<file path="src/rtl/modred_pipe.sv">
// Reduces a 2*LOGQ-bit value (or an a*b product) modulo Q = 2^(LOGQ-1)+1, with the tag carried alongside.
// Latency: 3 cycles from input transfer to out_valid; one beat per cycle while out_ready is high.
// Backpressure: a single global enable stalls every stage whenever a valid output is not being taken.
module modred_pipe #(
  parameter int LOGQ = 17,
  parameter int TAGW = 4
) (
  input  logic              clk,
  input  logic              rst_n,
  input  logic              in_valid,
  output logic              in_ready,
  input  logic              in_mode,
  input  logic [2*LOGQ-1:0] in_a,
  input  logic [LOGQ-1:0]   in_b,
  input  logic [TAGW-1:0]   in_tag,
  output logic              out_valid,
  input  logic              out_ready,
  output logic [LOGQ-1:0]   out_data,
  output logic [TAGW-1:0]   out_tag
);

  localparam int K  = LOGQ - 1;
  localparam int XW = 2 * LOGQ;
  localparam int TW = K + 2;
  localparam logic [TW-1:0] QV = {2'b01, {K{1'b0}}} + TW'(1);

  logic            en;
  logic [XW-1:0]   prod;
  logic [TW-1:0]   t_nxt;
  logic [LOGQ-1:0] red;

  logic            s1_vld;
  logic [XW-1:0]   s1_x;
  logic [TAGW-1:0] s1_tag;
  logic            s2_vld;
  logic [TW-1:0]   s2_t;
  logic [TAGW-1:0] s2_tag;

  assign en       = !out_valid || out_ready;
  assign in_ready = rst_n & en;

  assign prod = {{(XW-LOGQ){1'b0}}, in_a[LOGQ-1:0]} * {{(XW-LOGQ){1'b0}}, in_b};

  // 2^K == -1 (mod Q), so x = x0 + x1*2^K + x2*2^2K folds to x0 - x1 + x2.
  assign t_nxt = {2'b00, s1_x[K-1:0]}
               - {2'b00, s1_x[2*K-1:K]}
               + {{K{1'b0}}, s1_x[2*K+1:2*K]};

  always_comb begin
    red = s2_t[LOGQ-1:0];
    if (s2_t[TW-1])
      red = LOGQ'(s2_t + QV);
    else if (s2_t >= QV)
      red = LOGQ'(s2_t - QV);
  end

  always_ff @(posedge clk or negedge rst_n) begin
    if (!rst_n) begin
      s1_vld <= 1'b0;
      s1_x   <= '0;
      s1_tag <= '0;
    end else if (en) begin
      s1_vld <= in_valid;
      s1_x   <= in_mode ? prod : in_a;
      s1_tag <= in_tag;
    end
  end

  always_ff @(posedge clk or negedge rst_n) begin
    if (!rst_n) begin
      s2_vld <= 1'b0;
      s2_t   <= '0;
      s2_tag <= '0;
    end else if (en) begin
      s2_vld <= s1_vld;
      s2_t   <= t_nxt;
      s2_tag <= s1_tag;
    end
  end

  // Output data only moves with a real beat so it reads as the last result between beats.
  always_ff @(posedge clk or negedge rst_n) begin
    if (!rst_n) begin
      out_valid <= 1'b0;
      out_data  <= '0;
      out_tag   <= '0;
    end else if (en) begin
      out_valid <= s2_vld;
      if (s2_vld) begin
        out_data <= red;
        out_tag  <= s2_tag;
      end
    end
  end

endmodule

</file>
<file path="config.mk">
export PLATFORM = sky130hd
export DESIGN_NAME = modred_pipe
export DESIGN_NICKNAME = d
export VERILOG_FILES = /design/src/rtl/modred_pipe.sv
export SDC_FILE = /design/constraint.sdc
export NUM_CORES = 1
export LEC_CHECK = 0
export ABC_CLOCK_PERIOD_IN_PS = 3900
export BUFFER_PORTS_ARGS = -buffer_cell sky130_fd_sc_hd__buf_4
export CORE_MARGIN = 1
export CORE_UTILIZATION = 60
export CTS_CLUSTER_SIZE = 28
export DETAILED_ROUTE_END_ITERATION = 10
export GPL_TIMING_DRIVEN = 0
export PLACE_DENSITY = 0.81
export SETUP_SLACK_MARGIN = 0.15
export SYNTH_ARGS = -nofsm -noshare
export SYNTH_HDL_FRONTEND = slang
export SYNTH_SLANG_ARGS = --single-unit
</file>
<file path="constraint.sdc">
create_clock -name clk -period 3.9 [get_ports clk]
set_input_delay 0.585 -clock clk [delete_from_list [all_inputs] [get_ports clk]]
set_output_delay 0.585 -clock clk [all_outputs]
set_load 0.02 [all_outputs]
</file>
==> results of run 1 <==
[registers in the layout, indices dropped and copies added (netlist names), 4 cells and up]
name	count
out_data	17
out_tag	4
s1_tag	4
s1_x	34
s2_t	18
s2_tag	4
[logic make-up (layout without fill, tap and decap cells)]
group                    Yosys count  count (layout)
flip-flops                        84              84
AO/OA/AOI/OAI                    257             257
other                              0               2
AND/OR/NAND/NOR                  587             587
XOR/XNOR                          52              52
adder cells (fa/ha/maj)          355             355
buffers and inverters            397             568
multiplexers                      14              14
[routing by layer]
metal  vias up  track usage (%)
met4         0             19.9
met5         -                0
met3       222             6.02
met2       671             61.7
li1       5865                -
met1      6676             44.2
[tightest hold or removal path, stage by stage]
cell	delay (ps)
buf_4	70
nand2_1	40
nand2_1	50
[worst min path at each step]
stage / start / end / cells past startpoint
2_1_floorplan: rst_n / out_data[0] / 0
3_3_place_gp: s1_vld / s1_vld / 2
3_5_place_dp: s1_tag[0] / s1_tag[0] / 2
4_1_cts: in_valid / s1_vld / 3
5_1_grt: in_tag[3] / s1_tag[3] / 3
6_report: in_tag[3] / s1_tag[3] / 3
[per-stage QoR]
| stage | instances | hold slack (ps) | TNS (ps) |
|---|---|---|---|
| after global routing | 2241 | 437 | -48610 |
| after floorplan | 1746 | 289 | -37270 |
| after global placement | 2143 | 450 | -55430 |
| after detailed placement | 2143 | 466 | -57480 |
| final | 2243 | 434 | -44210 |
| after CTS | 2212 | 438 | -40860 |
[final cells by class]
cell class / instances / area (µm²)
Antenna cell: 2 / 5.00
Buffer: 81 / 971
Clock buffer: 10 / 229
Clock inverter: 5 / 77.6
Fill cell: 1604 / 5620
Inverter: 316 / 1190
Multi-Input combinational cell: 1265 / 12200
Sequential cell: 84 / 2100
Tap cell: 324 / 405
Timing Repair Buffer: 156 / 1470
[synthesized netlist by cell type (13+ instances only)]
master,count
a21o_1,15
a21oi_1,59
and2_1,126
and3_1,27
clkbuf_1,75
dfrtp_1,84
fa_1,226
ha_1,129
inv_1,316
nand2_1,281
nand3_1,22
nor2_1,40
nor3_1,16
o21ai_0,77
or3_1,14
xnor2_1,39
xor2_1,13
[timing repair]
item / 4_1_cts / 5_1_grt
gates resized for setup: 157 / 111
pin swaps: 100 / 92
cloned: 1 / 1
setup buffers: 53 / 28
endpoints found under the setup margin: 29 / 29
==> flow_summary_export.csv, run 1 <==
group,metric,value,unit
run_status,status,"finished, violations left",
run_status,violations,"setup timing",
drt,first_pass_iters,5,
setup_path,startpoint,"in_a[10]",
placed_design,dp_worst_setup_slack,-2690,ps
layout,final_common_cell,"inv_1",
timing,fmax,0.167,GHz
timing,fin_ws,-2080,ps
synth,synth_mux_area_share,0.975,%
timing,rsz0062_at_grt,"true",
clock_tree,cts_hold_buffers,0,
drt,totalWireLength,46200,µm
synth,ys_seq_elements,84,
drt,route.met2.wl,22400,µm
setup_path,timing.rr.start,"s1_x[0]",
global_routing,grt_pass1_vias,14000,
synth,synth_area_leader_cell,"fa_1",
setup_path,crit_cells,22,
setup_path,r2r_end,"s2_t[15]",
drt,drc,0,
placed_design,gp_congestion,0.942,
clock_tree,clk_pin_slew_worst_paths,60,ps
global_routing,antenna_found_initial,1,
global_routing,grt_max_degree,86,
synth,ys.flop_type,"dfrtp_1",
drt,dr_wl_met3,3830,µm
synth,syn_inst,1746,
synth,synth_edf_count,0,
drt,viasPerCell,5.99,
setup_path,criticalPathCategory,"in -> reg",
synth,avgSynthCellArea,8.52,µm²
setup_path,cp_common_cell,"fa_1",
synth,synthesis.nets,2161,
setup_path,start_kind,"input port",
setup_path,r2r_setup_slack,710,ps
setup_path,crit_chain,"clkbuf_8 > clkbuf_16 > nand2_1 > fa_1 > fa_2 > fa_1 > fa_1 > inv_2 > fa_1 > inv_1 > fa_2 > inv_2 > ha_4 > buf_6 > nand2_4 > o21ai_2 > or3b_4 > o21ai_4 > o21ai_4 > a221oi_4 > a211o_1 > o211ai_1",
timing,layout_min_cycle_time,5980,ps
layout,post-route-util,76.9,%
die,die-area,0.0254,mm²
synth,async_flop_share,100,%
layout,area_delta_synth_final,25.6,%
synth,syn_area,0.0149,mm²
clock_tree,cts_buffers,9,
die,fp.dieW,159,µm
layout,layout_common_cells,"288 x inv_1, 262 x nand2_1, 213 x fa_1",
setup_path,crit_family,"adder cells",
layout,design_area,0.0187,mm²
setup_path,critPathMaxFanout,9,
clock_tree,htreeDepth,3,
global_routing,track_usage,36.3,%
setup_path,crit_end,"s1_x[30]",
synth,synthTopCellsByArea,"fa_1 30%, dfrtp_1 14%, ha_1 11%",
setup_path,cp_slowest_cell,"fa_1",
placed_design,dp_hpwl,33700,µm
setup_path,critPathRequiredTime,4120,ps
drt,antenna_left,0,
min_path,hold_class,"in -> reg",
layout,fin_nets,2328,
timing,tightest_slew,1090,ps
synth,synth_fa_ha_area_share,41.2,%
job,drv_cap,0,
placed_design,io_buffers,73,
timing,relSlewSlack,27.4,%
clock_tree,cts-root-buf,"clkbuf_16",
die,io_pins,83,
die,die_h,159,µm
die,core_area,0.0243,mm²
global_routing,grt_pass1_wl,71800,µm
setup_path,slowest_delay,550,ps
clock_tree,cts_tree,"built",
setup_path,critical_path_arrival,6200,ps
setup_path,endpoint_kind,"flop",
timing,clock_skew,4.12,ps
setup_path,cp_num_buf_inv,6,
clock_tree,clock_sinks,84,
clock_tree,clk_path_buf_depth,2,
synth,synth_warnings,0,
timing,finalSetupViolCount,27,
placed_design,dpl_cell_area,0.0164,mm²
die,start_util,61.2,%
drt,wl_per_cell,20.6,µm
synth,synth_top_family_by_area,"adder cells",
synth,synth_cell_type_count,70,
synth,synth-xor-area-share,3.06,%
die,rows,57,
timing,finalHoldViolCount,0,
synth,synth-compound-area-share,11.2,%
timing,slew_viol_final,0,
drt,highest_layer,"met4",
synth,yosysTopAreaCellShare,30.4,%
timing,finalCritPeriodShare,153,%
setup_path,rr_worst_depth,12,
drt,drt_iter0_markers,1204,
synth,synthSimpleGateAreaFrac,19.3,%
drt,vias,13400,
layout,drive_gt1_share,20.7,%
synth,seq_area_frac_synth,14.1,%
global_routing,grt-ovfl-total,0,
clock_tree,clk_latency,350,ps
drt,met1Wirelength,17000,µm
Power of run 1 is not shown: default switching activity piles up to over one toggle a cycle in this logic, so the estimate is an artifact.
==> run 2, diff against run 1 <==
Settings changed: CORE_UTILIZATION 60 to 64, PLACE_DENSITY 0.81 to 0.85.
==> run 2 against run 1 <==
Count of clock-buffer cells in the layout grew 1. Global-route usage grew 2.3 points. Cell count shrank 2.9%. Maximum frequency grew 0.45%. Die area shrank 6.2%. Routed wire length shrank 0.75%. The run still ends with setup timing left.
==> flow_summary_export.csv, run 2 (synthesized netlist as in run 1, its figures left out) <==
group,metric,value,unit
timing,fin_ws,-2050,ps
die,rows,55,
die,core_area,0.0227,mm²
drt,wl_per_cell,21.1,µm
clock_tree,clk_pin_slew_worst_paths,70,ps
setup_path,critPathMaxFanout,4,
timing,fmax,0.168,GHz
drt,drc,0,
drt,vias,13400,
timing,clock_skew,9.03,ps
placed_design,dp_hpwl,33900,µm
global_routing,antenna_found_initial,0,
placed_design,gp_congestion,0.939,
layout,reg_top3,"s1_x: 34 flops, s2_t: 18 flops, out_data: 17 flops",
setup_path,start_kind,"input port",
layout,fin_nets,2302,
clock_tree,cts_hold_buffers,0,
die,die-area,0.0239,mm²
clock_tree,clock_sinks,84,
global_routing,grt_pass1_vias,14100,
clock_tree,clk_latency,340,ps
global_routing,grt-ovfl-total,0,
clock_tree,htreeDepth,3,
job,drv_cap,0,
drt,antenna_left,0,
layout,regMostFlops,"s1_x",
setup_path,rr_worst_depth,12,
drt,totalWireLength,45900,µm
timing,slew_viol_final,0,
drt,drt_iter0_markers,1191,
global_routing,track_usage,38.6,%
timing,finalHoldViolCount,0,
min_path,hold_class,"in -> async",
die,fp.dieW,154,µm
drt,viasPerCell,6.14,
setup_path,timing.rr.start,"s1_x[0]",
layout,fillers,1367,
clock_tree,cts-root-buf,"clkbuf_16",
layout,post-route-util,79.8,%
layout,seqCellArea,0.00210,mm²
setup_path,startpoint,"in_a[5]",
timing,finalSetupViolCount,27,
die,io_pins,83,
layout,drive_gt1_share,17.5,%
layout,multi_input_area,0.0120,mm²
layout,largest_register_ffs,34,
placed_design,dp_cells,2104,
timing,relSlewSlack,29.2,%
setup_path,critical_path_arrival,6170,ps
run_status,violations,"setup timing",
setup_path,criticalPathCategory,"in -> reg",
layout,final_cells,2177,
timing,setup_tns,-44880,ps
die,start_util,65.5,%
placed_design,io_buffers,73,
layout,area_delta_synth_final,21.8,%
global_routing,grt_max_degree,86,
layout,final_common_cell,"inv_1",
clock_tree,clk_path_buf_depth,2,
drt,first_pass_iters,8,
timing,rsz0062_at_grt,"true",
setup_path,endpoint_kind,"flop",
timing,finalCritPeriodShare,153,%
timing,tightest_slew,1060,ps
clock_tree,cts_tree,"built",
run_status,status,"finished, violations left",
clock_tree,cts_buffers,9,
setup_path,critPathRequiredTime,4120,ps
global_routing,grt_pass1_wl,71000,µm
timing,layout_min_cycle_time,5950,ps
layout,n_antenna_cell,0,
layout,layout_common_cells,"299 x inv_1, 269 x nand2_1, 215 x fa_1",
die,die_h,154,µm
run 2: metal layers:
metal | global-route usage [%] | up-vias | wire (µm)
li1 | - | 5813 | -
met1 | 47.0 | 6611 | 16900
met2 | 66.3 | 728 | 22300
met3 | 6.33 | 205 | 4070
met4 | 20.0 | 0 | 2580
met5 | 0 | - | 0
run 2: final timing paths:
kind                                    to  slack, ps
worst max-delay path              s1_x[31]      -2050
min in group clk                 s1_tag[0]        440
max in group asynchronous       out_tag[1]       2790
worst max register to register    s2_t[15]        600
worst min register to register      s1_vld        470
worst min-delay path               s2_t[2]        440
run 2: per-stage QoR:
stage	area [µm²]	worst slack [ps]	hold WS [ps]
2_1_floorplan	15400	-1890	289
3_3_place_gp	16300	-2650	448
3_5_place_dp	16300	-2670	456
4_1_cts	17700	-1920	442
5_1_grt	18100	-2240	444
6_report	18100	-2050	443
run 2: worst max-delay path: stages:
cell and delay (ps):
buf_12 110, clkbuf_16 140, and2_4 150, fa_1 490, inv_2 40, fa_2 580
fa_1 420, fa_1 490, inv_1 50, fa_1 490, inv_1 60, fa_2 530
inv_2 50, ha_4 250, a21o_4 220, a221oi_4 350, nand2_1 110, o211ai_1 200
buf_4 160, o21ba_4 160, o211ai_1 120, mux2i_1 160, a211o_1 240
run 2: cell type report:
type                            instances  share of cell area, %
Tap cell                              285                   1.97
Timing Repair Buffer                  130                   6.59
Clock inverter                          5                  0.594
Clock buffer                           11                   1.34
Buffer                                 81                   5.15
Multi-Input combinational cell       1265                   66.2
Sequential cell                        84                   11.6
Inverter                              316                   6.56
run 2: repair_timing:
item	CTS	global route
gates cloned	0	1
buffers inserted	40	16
setup endpoints to repair	29	29
pin swaps	52	51
gates resized for setup	137	53
Power of run 2 is left out for the same reason.
